--- src/rtl/tanh_pkg.sv ---
// tanh_pkg: shared constants, FSM state type and default tanh table for the fetcher.
`default_nettype none

package tanh_pkg;

    localparam int Q_W    = 8;
    localparam int Q_FRAC = 4;
    localparam int TBL_N  = 16;
    localparam int TBL_AW = 4;

    typedef enum logic [2:0] {
        ST_IDLE    = 3'd0,
        ST_RD_BASE = 3'd1,
        ST_RD_NEXT = 3'd2,
        ST_RD_LAST = 3'd3,
        ST_OUT     = 3'd4
    } state_e;

    typedef logic [Q_W-1:0] tbl_t [TBL_N];

    // round(16*tanh(k)) for k = -8..+7, entry 0 holds k = -8
    localparam tbl_t TANH_DEFAULT = '{
        8'hF0, 8'hF0, 8'hF0, 8'hF0, 8'hF0, 8'hF0, 8'hF1, 8'hF4,
        8'h00, 8'h0C, 8'h0F, 8'h10, 8'h10, 8'h10, 8'h10, 8'h10
    };

    // idx + 8 for idx = z >>> 4 is the integer field with its sign bit flipped
    function automatic logic [TBL_AW-1:0] tbl_addr_of(input logic [Q_W-1:0] z);
        return {~z[Q_W-1], z[Q_W-2:Q_FRAC]};
    endfunction

endpackage

`default_nettype wire

--- src/rtl/tanh_table_fetcher_if.sv ---
// tanh_table_fetcher_if: argument/result handshake bundle (optional table write port: TANH_FETCH_PROG_EN).
`default_nettype none

interface tanh_table_fetcher_if;
    import tanh_pkg::*;

    logic                in_valid;
    logic                in_ready;
    logic [Q_W-1:0]      in_z;
    logic                out_valid;
    logic                out_ready;
    logic [Q_W-1:0]      z_value;
    logic [Q_W-1:0]      integer_part;
    logic [Q_W-1:0]      base;
    logic [Q_W-1:0]      next_data;
`ifdef TANH_FETCH_PROG_EN
    logic                tbl_we;
    logic [TBL_AW-1:0]   tbl_addr;
    logic [Q_W-1:0]      tbl_wdata;
    logic                tbl_wready;

    modport slave (
        input  in_valid, in_z, out_ready, tbl_we, tbl_addr, tbl_wdata,
        output in_ready, out_valid, z_value, integer_part, base, next_data, tbl_wready
    );
    modport master (
        output in_valid, in_z, out_ready, tbl_we, tbl_addr, tbl_wdata,
        input  in_ready, out_valid, z_value, integer_part, base, next_data, tbl_wready
    );
`else
    modport slave (
        input  in_valid, in_z, out_ready,
        output in_ready, out_valid, z_value, integer_part, base, next_data
    );
    modport master (
        output in_valid, in_z, out_ready,
        input  in_ready, out_valid, z_value, integer_part, base, next_data
    );
`endif

endinterface

`default_nettype wire

--- src/rtl/tanh_table.sv ---
// tanh_table: 16-entry tanh sample table, 1-cycle synchronous read; writable
// register file under TANH_FETCH_PROG_EN, constant ROM otherwise.  Rev 1.0
`default_nettype none

module tanh_table
    import tanh_pkg::*;
#(
    parameter int TBL_DEPTH = 16,
    parameter int DW        = 8,
    parameter int AW        = $clog2(TBL_DEPTH)
) (
    input  wire logic          clk,
    input  wire logic          rst_n,
    input  wire logic [AW-1:0] raddr_i,
    output logic      [DW-1:0] rdata_o
`ifdef TANH_FETCH_PROG_EN
    ,
    input  wire logic          we_i,
    input  wire logic [AW-1:0] waddr_i,
    input  wire logic [DW-1:0] wdata_i
`endif
);

    logic [DW-1:0] rdata_q;

`ifdef TANH_FETCH_PROG_EN
    logic [DW-1:0] mem_q [TBL_DEPTH];

    always_ff @(posedge clk) begin
        if (!rst_n) begin
            for (int i = 0; i < TBL_DEPTH; i++) begin
                mem_q[i] <= TANH_DEFAULT[i];
            end
            rdata_q <= '0;
        end else begin
            if (we_i) begin
                mem_q[waddr_i] <= wdata_i;
            end
            rdata_q <= mem_q[raddr_i];
        end
    end
`else
    always_ff @(posedge clk) begin
        if (!rst_n) begin
            rdata_q <= '0;
        end else begin
            rdata_q <= TANH_DEFAULT[raddr_i];
        end
    end
`endif

    assign rdata_o = rdata_q;

endmodule

`default_nettype wire

--- src/rtl/tanh_table_fetcher.sv ---
// tanh_table_fetcher: latches a Q3.4 argument and fetches its two bracketing tanh
// samples for the interpolator. Optional table write port: TANH_FETCH_PROG_EN.  Rev 1.0
`default_nettype none

module tanh_table_fetcher
    import tanh_pkg::*;
#(
    parameter int TBL_DEPTH = 16,
    parameter int DW        = 8
) (
    input  wire logic           clk,
    input  wire logic           rst_n,
    tanh_table_fetcher_if.slave bus
);

    state_e          state_q;
    logic            in_ready_q;
    logic            out_valid_q;
    logic [DW-1:0]   z_q;
    logic [DW-1:0]   int_q;
    logic [DW-1:0]   base_q;
    logic [DW-1:0]   next_q;

    logic [TBL_AW-1:0] w_base_addr;
    logic [TBL_AW-1:0] w_next_addr;
    logic [TBL_AW-1:0] w_raddr;
    logic [DW-1:0]     w_rdata;

    assign w_base_addr = tbl_addr_of(z_q);
    // The upper neighbour of the last entry is itself, so next_data == base there
    assign w_next_addr = (w_base_addr == TBL_AW'(TBL_N - 1)) ? w_base_addr : w_base_addr + 1'b1;

    always_comb begin
        w_raddr = w_base_addr;
        if (state_q == ST_RD_NEXT) begin
            w_raddr = w_next_addr;
        end
    end

`ifdef TANH_FETCH_PROG_EN
    logic w_we;
    assign w_we           = bus.tbl_we & in_ready_q;
    assign bus.tbl_wready = in_ready_q;
`endif

    tanh_table #(
        .TBL_DEPTH (TBL_DEPTH),
        .DW        (DW)
    ) u_table (
        .clk     (clk),
        .rst_n   (rst_n),
        .raddr_i (w_raddr),
        .rdata_o (w_rdata)
`ifdef TANH_FETCH_PROG_EN
        ,
        .we_i    (w_we),
        .waddr_i (bus.tbl_addr),
        .wdata_i (bus.tbl_wdata)
`endif
    );

    always_ff @(posedge clk) begin
        if (!rst_n) begin
            state_q     <= ST_IDLE;
            in_ready_q  <= 1'b1;
            out_valid_q <= 1'b0;
            z_q         <= '0;
            int_q       <= '0;
            base_q      <= '0;
            next_q      <= '0;
        end else begin
            case (state_q)
                ST_IDLE: begin
                    if (bus.in_valid) begin
                        z_q        <= bus.in_z;
                        int_q      <= {bus.in_z[DW-1:Q_FRAC], {Q_FRAC{1'b0}}};
                        in_ready_q <= 1'b0;
                        state_q    <= ST_RD_BASE;
                    end
                end
                ST_RD_BASE: begin
                    state_q <= ST_RD_NEXT;
                end
                ST_RD_NEXT: begin
                    base_q  <= w_rdata;
                    state_q <= ST_RD_LAST;
                end
                ST_RD_LAST: begin
                    next_q      <= w_rdata;
                    out_valid_q <= 1'b1;
                    state_q     <= ST_OUT;
                end
                ST_OUT: begin
                    if (bus.out_ready) begin
                        out_valid_q <= 1'b0;
                        in_ready_q  <= 1'b1;
                        state_q     <= ST_IDLE;
                    end
                end
                default: begin
                    out_valid_q <= 1'b0;
                    in_ready_q  <= 1'b1;
                    state_q     <= ST_IDLE;
                end
            endcase
        end
    end

    assign bus.in_ready     = in_ready_q;
    assign bus.out_valid    = out_valid_q;
    assign bus.z_value      = z_q;
    assign bus.integer_part = int_q;
    assign bus.base         = base_q;
    assign bus.next_data    = next_q;

endmodule

`default_nettype wire

--- src/flat_wrapper.sv ---
// flat-port wrapper written by rule: the top's interface ports become plain ports
module tanh_table_fetcher_flat import tanh_pkg::*;
#(
    parameter int TBL_DEPTH = 16,
    parameter int DW        = 8
)
  (clk, rst_n, bus_in_valid, bus_in_z, bus_out_ready, bus_in_ready, bus_out_valid, bus_z_value, bus_integer_part, bus_base, bus_next_data);
  tanh_table_fetcher_if bus_i ();
  input  wire logic clk;
  input  wire logic rst_n;
  input wire logic [$bits(bus_i.in_valid)-1:0] bus_in_valid;
  input wire logic [$bits(bus_i.in_z)-1:0] bus_in_z;
  input wire logic [$bits(bus_i.out_ready)-1:0] bus_out_ready;
  output wire logic [$bits(bus_i.in_ready)-1:0] bus_in_ready;
  output wire logic [$bits(bus_i.out_valid)-1:0] bus_out_valid;
  output wire logic [$bits(bus_i.z_value)-1:0] bus_z_value;
  output wire logic [$bits(bus_i.integer_part)-1:0] bus_integer_part;
  output wire logic [$bits(bus_i.base)-1:0] bus_base;
  output wire logic [$bits(bus_i.next_data)-1:0] bus_next_data;
  assign bus_i.in_valid = bus_in_valid;
  assign bus_i.in_z = bus_in_z;
  assign bus_i.out_ready = bus_out_ready;
  assign bus_in_ready = bus_i.in_ready;
  assign bus_out_valid = bus_i.out_valid;
  assign bus_z_value = bus_i.z_value;
  assign bus_integer_part = bus_i.integer_part;
  assign bus_base = bus_i.base;
  assign bus_next_data = bus_i.next_data;
  tanh_table_fetcher #(.TBL_DEPTH(TBL_DEPTH), .DW(DW)) u_core (.clk(clk), .rst_n(rst_n), .bus(bus_i));
endmodule
--- config.mk ---
export PLATFORM = sky130hd
export DESIGN_NAME = tanh_table_fetcher_flat
export DESIGN_NICKNAME = d
export VERILOG_FILES = /design/src/rtl/tanh_pkg.sv /design/src/rtl/tanh_table_fetcher_if.sv /design/src/rtl/tanh_table.sv /design/src/rtl/tanh_table_fetcher.sv /design/src/flat_wrapper.sv
export SDC_FILE = /design/constraint.sdc
export NUM_CORES = 1
export LEC_CHECK = 0
export CORE_AREA = 2 2 61 63
export DETAILED_ROUTE_END_ITERATION = 10
export DIE_AREA = 0 0 63 65
export HOLD_SLACK_MARGIN = 0.05
export PLACE_DENSITY = 0.74
export SYNTH_ARGS = -nofsm -noshare
export SYNTH_HDL_FRONTEND = slang
export SYNTH_HIERARCHICAL = 1
export SYNTH_SLANG_ARGS = --single-unit
--- constraint.sdc ---
create_clock -name clk -period 2 [get_ports clk]
set_input_delay 0.5 -clock clk [delete_from_list [all_inputs] [get_ports clk]]
set_output_delay 0.5 -clock clk [all_outputs]
set_load 0.02 [all_outputs]
* Word level (Yosys, flattened, before mapping)
Memory sizes are Yosys's and may differ from the RTL's. A register that Yosys moved wholly into a read port is not among the register bits. Index checks and enable logic that the tools add are counted.
Storage, ports and cells: bits in writable memories 0, bits of input ports 12, output and inout bits 34, word-level logic and storage cells 38, bits in registers 33, latch bits 0, memories 1, bits in read-only memories 128
Memory list:
- (no name shown) | words 16, width 8, rd ports 1, clocked after memory_dff 1, wr ports 0, line tanh_table.sv:47 | rdata_q <= TANH_DEFAULT[raddr_i];
Cells by class: add/subtract/negate cells 1, muxes and demuxes 10, shift operators 0, divide/modulo/power cells 0, bitwise gates (word level) 4, multiply operators 0, order comparisons 0, reductions and logical operators 8, eq/ne operators 7
Operators with widths (count):
- $pmux 3 s5 | 1
- $mux 4 | 2
- $eq 3x2->1 const B | 2
- $mux 3 | 2
- $pmux 1 s3 | 2
- $reduce_and 2->1 | 3
- $reduce_or 3->1 | 2
- $not 4->5 | 1
- $add 4x1->4 const B | 1
- $eq 4x4->1 const B | 1
- $ne 2x2->1 const B | 2
- $eq 3x1->1 const B | 1
- $eq 3x3->1 const B | 1
- $logic_not 3->1 | 1
- $mux 1 | 3
- $not 1->1 | 3
- $reduce_and 3->1 | 1
- $logic_not 1->1 | 1

* Longest topological paths before layout
Gate-level depths: netlist of run 1.
word-level depth 5, gate-level depth with buffers 8, gate-level depth less buffers 8

* Hierarchy
The synthesis of run 1 kept the hierarchy.
Modules (own cells, without submodules):
- tanh_table_fetcher | cells each 131, area an instance 1310.0 um^2, seq. area each 580.6 um^2, times used 1
- tanh_table | cells each 21, area an instance 226.5 um^2, seq. area each 120.1 um^2, times used 1

* Least setup slack after synthesis of run 1
Ideal clock, no wire load.
path kind register -> register, start point register u_core.z_q[4] (netlist: u_core/bus.z_value[4]), end point register u_core.u_table.rdata_q[2] (netlist: u_core/u_table/rdata_o[2]), data arrival time 1872 ps, path slack 9 ps, stages on the path, launching flop included 8, buffers on the path 0, path through dfxtp_1 ha_1 nand3b_1 nand2_1 mux2_2 ha_1 and4bb_1 o21bai_1
Between the ends: longest elaborated chain between the ends 4
RTL lines:
- start: declaration | line tanh_table_fetcher.sv:19 | logic [DW-1:0] z_q;
- start signal: assignment | line tanh_table_fetcher.sv:75 | z_q <= bus.in_z;
- $add 4x1->4 / $eq 4x4->1 (equally long branches) | line tanh_table_fetcher.sv:31 | assign w_next_addr = (w_base_addr == TBL_AW'(TBL_N - 1)) ? w_base_addr : w_base_addr + 1'b1;
- $mux 4 (*) | line tanh_table_fetcher.sv:31
- $mux 4 (*) | line tanh_table_fetcher.sv:35 | if (state_q == ST_RD_NEXT) begin
- via u_core.w_raddr[1] | line tanh_table_fetcher.sv:26 | logic [TBL_AW-1:0] w_raddr;
- $not 4->5 (not written as such) (*) | line tanh_table.sv:47
- end: declaration | line tanh_table.sv:24 | logic [DW-1:0] rdata_q;
Mark *: on every way through the listed nets, which the timed path passes. The rest lies on a longest branch. A chain may end at the register's enable or synchronous reset.

* Worst setup path in the final report of run 1
start point register u_core.z_q[6] (netlist: u_core/bus.z_value[6]), end point output bus_z_value[6]
RTL lines:
- end: declaration | line flat_wrapper.sv:16 | output wire logic [$bits(bus_i.z_value)-1:0] bus_z_value;
No word-level cell between the ends.

==> summary.md, run 1 <==
| Metric | Value |
|---|---|
| Status | completed |
| Clk pin slew, worst setup/hold paths | 0.11 ns |
| TritonCTS clock tree | built |
| Peak VDD IR | 0.3539 mV |
| Share of layout cells above drive strength 1 | 10.77% |
| Die height | 65 um |
| Syn avg cell area | 10.11 um^2 |
| Hold-fix buffers, CTS | 0 |
| Initial DRC Count | 36 |
| Max Slew Vio Count | 0 |
| Crit path max fanout | 6 |
| Max Cap Viol | 0 |
| Mapped Cells | 152 |
| RSZ-0062 raised after global routing | false |
| Post-synth ARST share | 0% |
| CP max stage cell | clkdlybuf4s50_1 |
| CP required | 1.50 ns |
| Io pins | 46 |
| Delay-heaviest family, CP | buffers and inverters |
| Via count | 1167 |
| ANT nets after route | 0 |
| Setup Buffers After CTS | 0 |
| Pin count of the biggest net entering global routing | 15 |
| Clock Tree Buf Depth | 2 |
| Worst-Margin Slew | 0.5885 ns |
| Drt first pass iters | 4 |
| Starting Density | 43.95% |
| Number of remaining DRC errors | 0 |
| Core area | 3496 um^2 |
| Endpoints failing setup | 0 |
| Slew HR | 60.65% |
| Global-route wire length before repair | 4.809 mm |
| Worst-Skew Late Latency | 0.33 ns |
| Period Utilization, post-route | 97.01% |
| Post-CTS Resized | 0 |
| Worst setup SP type | register |
| Max Fclk | 515.4 MHz |
| Post-synth top flop | dfxtp_1 |
| Final nets | 209 |
| Mapped Area | 1536 um^2 |
| LEAKAGE | 0.0008365 uW |
| Slowest stage delay, CP | 0.61 ns |
| Vias in the first global route | 1128 |
| Hold WC Path Type | register to register |
| GRT Util Overall | 15.17% |
| Port Buffers | 41 |
| Tmin final | 1.940 ns |
| Total placed cells including tap cells | 235 |
| Number of distinct library cells after synthesis | 33 |
| Hold_ws | 0.4634 ns |
| Sink Count | 35 |
| Root buffer cell | clkbuf_4 |
| Width of the die | 63 um |
| Via-per-instance ratio | 4.802 |
| Final hold violation count | 0 |
| Area delta synth->final | 32.82% |
| Worst Setup Path Type | register to primary output |
| Post-route total power | 1584 uW |
| CP Cell Sequence | buf_4, clkdlybuf4s50_1 |
| Total gr overflow | 0 |
| Full die area | 4095 um^2 |
| Post-synthesis sequential element count | 35 |
| DP HPWL | 2.171 mm |
| CP endpoint kind | primary output |
| H-tree levels | 2 |
| Row count | 22 |
| Skew final | 0.01584 ns |
| Avg WL per Cell | 11.86 um |
| Initial antenna violation count | 0 |
| Worst Path Buf+Inv | 2 |
| Power Density | 776.3 nW/um^2 |
| Post-synthesis sequential area ratio | 45.60% |
| Synthesis Warnings | 6 |
| Final std cells w/o fill | 243 |
| Num CTS Buffers | 5 |
| Global placer's final weighted congestion | 0.7151 |
| EDFF count, synth | 0 |
| Wire length reported by the detailed router | 2.881 mm |
| CP arrival | 1.44 ns |
| Antenna diodes | 0 |
| Fin Setup TNS | 0 ns |
[final cells by class]
class	count	area, um^2
Clock buffer	6	51.30
Tap cell	48	60.06
Sequential cell	35	700.7
Clock inverter	2	35.03
Inverter	2	7.507
Fill cell	321	1455
Multi-Input combinational cell	100	705.7
Timing Repair Buffer	50	480.5
[power breakdown]
group          internal, uW  switching, uW
sequential              735           22.6
combinational           152            152
clock                   296            227
[Yosys cell counts (2+ instances only)]
library cell,number,area share [%]
inv_1,2,0.49
nand3b_1,2,0.98
dfxtp_1,35,46
nand2b_1,3,1.2
a21boi_1,8,3.9
ha_1,3,2.4
buf_4,11,5.4
buf_2,2,0.65
xnor2_1,2,1.1
nand2_1,19,4.6
nor2b_1,17,6.9
nor2_1,4,0.98
buf_6,3,2.2
clkbuf_1,2,0.49
a21oi_1,5,1.6
mux2i_1,17,11
[worst paths after layout]
| kind | from | end | slack (ns) | cells past startpoint |
|---|---|---|---|---|
| max | u_core/bus.z_value[6] | bus_z_value[6] | 0.06 | 2 |
| min | u_core/bus.z_value[0] | u_core/bus.z_value[0] | 0.46 | 2 |
| max reg2reg | u_core/bus.z_value[4] | u_core/u_table/rdata_o[2] | 0.12 | 7 |
| min reg2reg | u_core/bus.z_value[0] | u_core/bus.z_value[0] | 0.46 | 2 |
[cells by family (layout without fill, tap and decap cells)]
logic type | Yosys count | in the layout | share of synthesized area, %
AND/OR/NAND/NOR | 55 | 55 | 21.82
multiplexers | 18 | 18 | 11.81
AO/OA/AOI/OAI | 18 | 18 | 7.737
XOR/XNOR | 2 | 2 | 1.140
adder cells (fa/ha/maj) | 3 | 3 | 2.443
buffers and inverters | 20 | 60 | 9.202
flip-flops | 35 | 35 | 45.60
other | 1 | 4 | 0.2441
[worst register-to-register path, cell delays in order, from the launching register on]
cell and delay, ns:
dfxtp_1 0.35, ha_1 0.21, nand3b_1 0.08, nand2_1 0.11
mux2_2 0.36, ha_1 0.27, and4bb_1 0.21, o21bai_1 0.15
[state kept, by name (all words and copies together) (netlist names)]
name,cells
u_core/bus.base,8
u_core/bus.next_data,8
u_core/bus.z_value,8
u_core/u_table/rdata_o,6
u_core/state_q,3
u_core/bus.in_ready,1
u_core/bus.out_valid,1
[stage by stage]
step | area [um^2] | worst slack [ns] | utilization (%)
floorplan | 1548 | 0.008886 | -
global placement | 1952 | 0.2078 | 55.83
detailed placement | 1952 | 0.1651 | 55.83
CTS | 2038 | 0.04340 | 58.30
global route | 2041 | 0.006000 | 58.38
finish | 2041 | 0.05976 | 58.38
[per-layer routing]
layer | vias up | track usage [%] | part of all wire [%]
met2 | 33 | 28.19 | 51
met3 | 5 | 4.167 | 5.0
li1 | 575 | - | -
met4 | 0 | 8.333 | 1.6
met5 | - | 0 | 0
met1 | 554 | 15.27 | 42
[placed cells by master (no fill, tap or decap)]
master           netlist  final
buf_4                 11      9
a21boi_1               8      8
and2_1                 1      1
a21boi_0               1      1
nand2b_1               3      3
inv_1                  2      2
nand4_1                1      1
nand3b_1               2      2
conb_1                 1      4
clkinv_2               0      1
or4b_1                 1      1
clkbuf_8               0      1
nand2_1               19     19
o22ai_1                1      1
mux2i_1               17     17
clkdlybuf4s50_1        0     40
ha_1                   3      3
o21bai_1               1      1
nor2b_1               17     17
dfxtp_1               35     35
nor2_1                 4      4
mux2_2                 1      1
nor3_1                 1      1
nor3b_4                1      1
or3_1                  1      1
dlymetal6s2s_1         0      1
o21a_1                 1      1
clkbuf_4               0      5
xnor2_1                2      2
and3_1                 1      1
or4b_4                 1      1
nor4b_4                1      1
bufinv_16              0      1
and4bb_1               1      1
o21ai_0                1      1
a21oi_1                5      5
Note: power is estimated with default switching activity, not from simulation.
==> inputs of run 2 (changes only) <==
CORE_AREA = 2 2 58 60   (was 2 2 61 63)
DIE_AREA = 0 0 60 62   (was 0 0 63 65)
PLACE_DENSITY = 0.73   (was 0.74)
SYNTH_HIERARCHICAL = unset   (was 1)
==> summary.md, run 2 <==
| Metric | Value |
|---|---|
| Status | completed (unchanged) |
| Port Buffers | 41 (unchanged) |
| Total placed cells including tap cells | 233 (was 235) |
| Largest cells by area after synthesis | dfxtp_1 (47%), nand2_1 (9.4%), buf_4 (7.4%) (was dfxtp_1 (46%), mux2i_1 (11%), nor2b_1 (6.9%)) |
| Initial DRC Count | 34 (was 36) |
| Die height | 62 um (was 65 um) |
| RSZ-0062 raised after global routing | false (unchanged) |
| CP endpoint kind | primary output (unchanged) |
| Clk pin slew, worst setup/hold paths | 0.09 ns (was 0.11 ns) |
| Final nets | 209 (unchanged) |
| Setup Buffers After CTS | 0 (unchanged) |
| Max Slew Vio Count | 0 (unchanged) |
| Mapped Area | 1316 um^2 (was 1536 um^2) |
| Synthesis Warnings | 0 (was 6) |
| Count leader, synth | nand2_1 (was dfxtp_1) |
| GRT Util Overall | 16.37% (was 15.17%) |
| Worst Setup Path Type | register to primary output (unchanged) |
| Total gr overflow | 0 (unchanged) |
| Crit path max fanout | 7 (was 6) |
| Pin count of the biggest net entering global routing | 11 (was 15) |
| Post-synthesis sequential element count | 31 (was 35) |
| Met2 GRT Util | 29.81% (was 28.19%) |
| EDFF count, synth | 0 (unchanged) |
| Sink Count | 31 (was 35) |
| Simple-gate share of the synthesized area | 18.63% (was 21.82%) |
| Final std cells w/o fill | 241 (was 243) |
| R2R cell count | 7 (unchanged) |
| Clock Tree Buf Depth | 2 (unchanged) |
| Largest register FFs | 7 |
| Synth top area share | 47.15% (was 45.60%) |
| Via count | 1131 (was 1167) |
| Final hold violation count | 0 (unchanged) |
| Hold WC Path Type | register to register (unchanged) |
| Worst-Skew Late Latency | 0.32 ns (was 0.33 ns) |
| Max Fclk | 527.6 MHz (was 515.4 MHz) |
| LEAKAGE | 0.0007561 uW (was 0.0008365 uW) |
| Worst setup SP type | register (unchanged) |
| Commonest cells post-synth | nand2_1 (33), dfxtp_1 (31), a21oi_1 (19) (was dfxtp_1 (35), nand2_1 (19), mux2i_1 (17), nor2b_1 (17), buf_4 (11)) |
| Final instance area | 1799 um^2 (was 2041 um^2) |
| Number of distinct library cells after synthesis | 28 (was 33) |
| R2R Path End | u_core.u_table.rdata_o[2] (was u_core/u_table/rdata_o[2]) |
| Power Density | 719.0 nW/um^2 (was 776.3 nW/um^2) |
| Io pins | 46 (unchanged) |
| Avg WL per Cell | 11.30 um (was 11.86 um) |
| Row count | 21 (was 22) |
| Adder-Cell Fraction of Synth Area | 2.852% (was 2.443%) |
| Mapped Cells | 151 (was 152) |
| Root buffer cell | clkbuf_4 (unchanged) |
| Placed cell areas | 1742 um^2 (was 1952 um^2) |
| Num CTS Buffers | 5 (unchanged) |
| Peak VDD IR | 0.3518 mV (was 0.3539 mV) |
| Mux contribution to synthesized area | 5.418% (was 11.81%) |
| Reg-to-Reg Start | u_core.bus.z_value[4] (was u_core/bus.z_value[4]) |
| Share of layout cells above drive strength 1 | 12.82% (was 10.77%) |
| Reg2Reg Setup Slack | 0.13 ns (was 0.12 ns) |
| Leading cell type in the layout, fill and taps excluded | clkdlybuf4s50_1 (unchanged) |
| Global routing usage on met1 | 17.20% (was 15.27%) |
| Tmin final | 1.895 ns (was 1.940 ns) |
| Xor and xnor fraction of the mapped netlist area | 1.331% (was 1.140%) |
| Hold_ws | 0.4575 ns (was 0.4634 ns) |
| Number of remaining DRC errors | 0 (unchanged) |
| TritonCTS clock tree | built (unchanged) |
| Antenna diodes | 0 (unchanged) |
| Max Cap Viol | 0 (unchanged) |
| Vias in the first global route | 1108 (was 1128) |
| CP arrival | 1.40 ns (was 1.44 ns) |
| Global placer's final weighted congestion | 0.8511 (was 0.7151) |
| Skew final | 0.01129 ns (was 0.01584 ns) |
| CP required | 1.50 ns (about the same) |
| Via-per-instance ratio | 4.693 (was 4.802) |
| Commonest non-fill, non-tap cells in the layout | clkdlybuf4s50_1 (39), nand2_1 (33), dfxtp_1 (29) (was clkdlybuf4s50_1 (40), dfxtp_1 (35), nand2_1 (19)) |
| Period Utilization, post-route | 94.76% (was 97.01%) |
| Global-route wire length before repair | 4.519 mm (was 4.809 mm) |
| Hold Path Sink | u_core.bus.base[3] (was u_core/bus.z_value[0]) |
| Yosys top cell by area | dfxtp_1 (unchanged) |
| Worst hold start | u_core.bus.base[3] (was u_core/bus.z_value[0]) |
| Full die area | 3720 um^2 (was 4095 um^2) |
| Fillers | 299 (was 321) |
| Hold path depth | 2 (unchanged) |
| Syn avg cell area | 8.717 um^2 (was 10.11 um^2) |
| Area delta synth->final | 36.69% (was 32.82%) |
| Post-route total power | 1294 uW (was 1584 uW) |
| Busiest grt layer | met2 (unchanged) |
| H-tree levels | 2 (unchanged) |
| Starting Density | 41.40% (was 43.95%) |
| Endpoints failing setup | 0 (unchanged) |
| Wire length reported by the detailed router | 2.723 mm (was 2.881 mm) |
| Routing usage on met3 | 6.211% (was 4.167%) |
| Largest family of logic cells by synthesized area | simple AND/OR/NAND/NOR gates (unchanged) |
| Core area | 3179 um^2 (was 3496 um^2) |
| Width of the die | 60 um (was 63 um) |
| Initial antenna violation count | 0 (unchanged) |
| Drt first pass iters | 4 (unchanged) |
| ANT nets after route | 0 (unchanged) |
| Post-synthesis sequential area ratio | 47.15% (was 45.60%) |
| Post-synth top flop | dfxtp_1 (unchanged) |
| Compound-Gate Fraction of Synth Area | 13.21% (was 7.736%) |
| DP HPWL | 2.103 mm (was 2.171 mm) |
| Post-synth ARST share | 0% (unchanged) |
[run 2: changes by cell type in the layout (fill, tap and decap cells not counted), sizes merged, moves of 3 or more]
cell    change
o21ai       +3
dfxtp       -4
a21boi      -9
nor2        +6
nand2      +14
a21oi      +15
nor2b      -17
mux2i      -11
nand3       +3
[run 2: how the worst max path moves through the flow]
| stage | from | endpoint | slack (ns) | cells after the start |
|---|---|---|---|---|
| after CTS | u_core.bus.integer_part[7] | bus_integer_part[7] | 0.03 | 1 |
| after detailed placement | bus_in_valid | u_core.bus.z_value[5] | -0.05 | 5 |
| after global routing | u_core.bus.z_value[4] | u_core.u_table.rdata_o[2] | 0.003 | 7 |
| final | u_core.bus.z_value[6] | bus_z_value[6] | 0.10 | 2 |
| after global placement | bus_in_valid | u_core.bus.z_value[4] | -0.02 | 5 |
| after floorplan | u_core.bus.z_value[4] | u_core.u_table.rdata_o[2] | 0.01 | 7 |
[run 2: power breakdown]
group / switching, uW / internal (uW) / leakage (uW) / total (uW)
Sequential: 25.7 / 655 / 0.000253 / 680
Clock: 203 / 131 / 0.0000347 / 334
Combinational: 148 / 132 / 0.000468 / 279
[run 2: repair_timing]
action                                  CTS  global route
endpoints found under the hold margin     0             0
hold buffers                              0             0
endpoints found under the setup margin    0             2
gates resized for setup                   0             2
[run 2: critical path, stage by stage (launching register included)]
cell             delay, ns
dfxtp_1               0.34
buf_4                 0.14
clkdlybuf4s50_1       0.60
[run 2: area by class of cell]
cell class / count / area, um^2 / share of cell area, %
Clock buffer: 5 / 37.54 / 2.086
Clock inverter: 3 / 15.01 / 0.8345
Inverter: 4 / 15.01 / 0.8345
Multi-Input combinational cell: 101 / 560.5 / 31.15
Sequential cell: 31 / 623.1 / 34.63
Tap cell: 46 / 57.56 / 3.199
Timing Repair Buffer: 51 / 490.5 / 27.26
[run 2: kinds of logic (layout without fill, tap and decap cells)]
kind of cell / after synthesis / after routing
simple gates: 55 / 55
flops: 31 / 31
other cells: 1 / 4
xor+xnor: 2 / 2
fa+ha+maj: 3 / 3
buf+inv: 22 / 63
mux: 7 / 7
compound gates: 30 / 30
[run 2: layer usage]
| layer | up-vias | part of all wire [%] |
|---|---|---|
| li1 | 570 | - |
| met2 | 41 | 53 |
| met5 | - | 0 |
| met1 | 518 | 42 |
| met3 | 2 | 4.4 |
| met4 | 0 | 0.44 |
[run 2: through the flow]
step	setup TNS, ns	util (%)	setup slack (ns)
after floorplan	0	-	0.01357
after global placement	-0.1347	54.78	-0.01920
after detailed placement	-0.2223	54.78	-0.04893
after CTS	0	56.43	0.03041
after global routing	0	56.59	0.003141
final	0	56.59	0.1047
==> inputs of run 3 (changes only) <==
CORE_AREA = 2 2 52 67   (was 2 2 58 60)
DIE_AREA = 0 0 54 69   (was 0 0 60 62)
==> summary.md, run 3 (same netlist as run 2, synthesis figures left out) <==
| Metric | Value |
|---|---|
| Status | completed (unchanged) |
| CP Cell Sequence | clkdlybuf4s50_1 (was buf_4, clkdlybuf4s50_1) |
| Slowest stage delay, CP | 0.67 ns (was 0.60 ns) |
| Max Cap Viol | 0 (unchanged) |
| Final worst slack | 0.06576 ns (was 0.1047 ns) |
| Global-route wire length before repair | 4.519 mm (unchanged) |
| Core area | 3108 um^2 (was 3179 um^2) |
| Die height | 69 um (was 62 um) |
| Setup Buffers After CTS | 0 (unchanged) |
| Pin count of the biggest net entering global routing | 11 (unchanged) |
| CP arrival | 1.43 ns (was 1.40 ns) |
| Initial DRC Count | 10 (was 34) |
| Clock Tree Buf Depth | 2 (unchanged) |
| Clk pin slew, worst setup/hold paths | 0.06 ns (was 0.09 ns) |
| Global placer's final weighted congestion | 0.7982 (was 0.8511) |
| Total gr overflow | 0 (unchanged) |
| Delay-heaviest family, CP | buffers and inverters (unchanged) |
| Total placed cells including tap cells | 224 (was 233) |
| Post-CTS Resized | 0 (unchanged) |
| Initial antenna violation count | 0 (unchanged) |
| Drt first pass iters | 4 (unchanged) |
| Worst-Skew Late Latency | 0.29 ns (was 0.32 ns) |
| Worst Setup Path Type | register to primary output (unchanged) |
| Worst Path Buf+Inv | 1 (was 2) |
| Hold-fix buffers, CTS | 0 (unchanged) |
| Final std cells w/o fill | 232 (was 241) |
| Io pins | 46 (unchanged) |
| Avg WL per Cell | 12.37 um (was 11.30 um) |
| GRT Util Overall | 16.57% (was 16.37%) |
| Tmin final | 1.934 ns (was 1.895 ns) |
| Share of layout cells above drive strength 1 | 12.82% (unchanged) |
| ANT nets after route | 0 (unchanged) |
| Row count | 23 (was 21) |
| Hold WC Path Type | register to register (unchanged) |
| CP endpoint kind | primary output (unchanged) |
| CP max stage cell | clkdlybuf4s50_1 (unchanged) |
| Crit path max fanout | 9 (was 7) |
| Max Slew Vio Count | 0 (unchanged) |
| Port Buffers | 41 (unchanged) |
| Final nets | 209 (unchanged) |
| Commonest non-fill, non-tap cells in the layout | clkdlybuf4s50_1 (41), nand2_1 (33), dfxtp_1 (29) (was clkdlybuf4s50_1 (39), nand2_1 (33), dfxtp_1 (29)) |
| Skew final | 0.006943 ns (was 0.01129 ns) |
| RSZ-0062 raised after global routing | false (unchanged) |
| Antenna diodes | 0 (unchanged) |
| Period Utilization, post-route | 96.71% (was 94.76%) |
| Peak VDD IR | 0.5212 mV (was 0.3518 mV) |
| LEAKAGE | 0.0007484 uW (was 0.0007561 uW) |
| Endpoints failing setup | 0 (unchanged) |
| CP required | 1.50 ns (about the same) |
| Worst setup SP type | register (unchanged) |
| Full die area | 3726 um^2 (was 3720 um^2) |
| Final hold violation count | 0 (unchanged) |
| Leading cell type in the layout, fill and taps excluded | clkdlybuf4s50_1 (unchanged) |
| Width of the die | 54 um (was 60 um) |
| Via-per-instance ratio | 4.991 (was 4.693) |
| Vias in the first global route | 1068 (was 1108) |
| TritonCTS clock tree | built (unchanged) |
| Num CTS Buffers | 5 (unchanged) |
| Sink Count | 31 (unchanged) |
| Via count | 1158 (was 1131) |
| Pre-CTS setup slack | -0.05417 ns (was -0.04893 ns) |
| Root buffer cell | clkbuf_8 (was clkbuf_4) |
| Max Fclk | 517.0 MHz (was 527.6 MHz) |
| Fin Setup TNS | 0 ns (unchanged) |
| Wire length reported by the detailed router | 2.869 mm (was 2.723 mm) |
| Largest register FFs | 7 (unchanged) |
| Number of remaining DRC errors | 0 (unchanged) |
| Power Density | 864.7 nW/um^2 (was 719.0 nW/um^2) |
| H-tree levels | 2 (unchanged) |
| DP HPWL | 2.119 mm (was 2.103 mm) |
| Area delta synth->final | 40.40% (was 36.69%) |
| Starting Density | 42.35% (was 41.40%) |
## run 3: cell count changes in the layout (fill, tap and decap cells not counted), sizes merged
cell and change:
clkinv -2, clkdlybuf4s50 +2, clkbuf +1, dlymetal6s2s -2, bufinv +1
## run 3: stage by stage
| stage | hold slack (ns) | area, um^2 | utilization, % | total power, uW |
|---|---|---|---|---|
| global route | 0.4663 | 1848 | 59.46 | 1668 |
| floorplan | 0.4312 | 1330 | - | 873.3 |
| global placement | 0.4402 | 1730 | 55.68 | 970.8 |
| CTS | 0.4548 | 1848 | 59.46 | 1614 |
| detailed placement | 0.4464 | 1730 | 55.68 | 977.8 |
| finish | 0.4507 | 1848 | 59.46 | 1598 |
## run 3: cell type report
| type | count | area [um^2] |
|---|---|---|
| multi-input combinational | 101 | 560.5 |
| fill | 284 | 1260 |
| clock buffer | 6 | 82.58 |
| timing repair buffer | 51 | 485.5 |
| tap | 37 | 46.29 |
| clock inverter | 2 | 35.03 |
| sequential | 31 | 623.1 |
| inverter | 4 | 15.01 |
## run 3: worst paths after layout
kind / start / end / slack (ns) / cells after the start
max: u_core.bus.integer_part[7] / bus_integer_part[7] / 0.07 / 1
min: u_core.u_table.rdata_o[0] / u_core.bus.base[0] / 0.45 / 2
max reg2reg: u_core.bus.z_value[5] / u_core.u_table.rdata_o[2] / 0.15 / 7
min reg2reg: u_core.u_table.rdata_o[0] / u_core.bus.base[0] / 0.45 / 2
## run 3: per-layer routing
layer | vias up | track usage (%) | wire length (um)
met5 | - | 0 | 0
met4 | 0 | 11.11 | 83
met3 | 10 | 5.628 | 153
met2 | 36 | 28.18 | 1560
met1 | 539 | 15.80 | 1072
li1 | 573 | - | -
## run 3: where the power goes
part	internal, uW	switching [uW]	leakage (uW)
Combinational	133	147	0.000434
Clock	402	231	0.0000612
Sequential	656	29.4	0.000253
Total	1190	407	0.000748
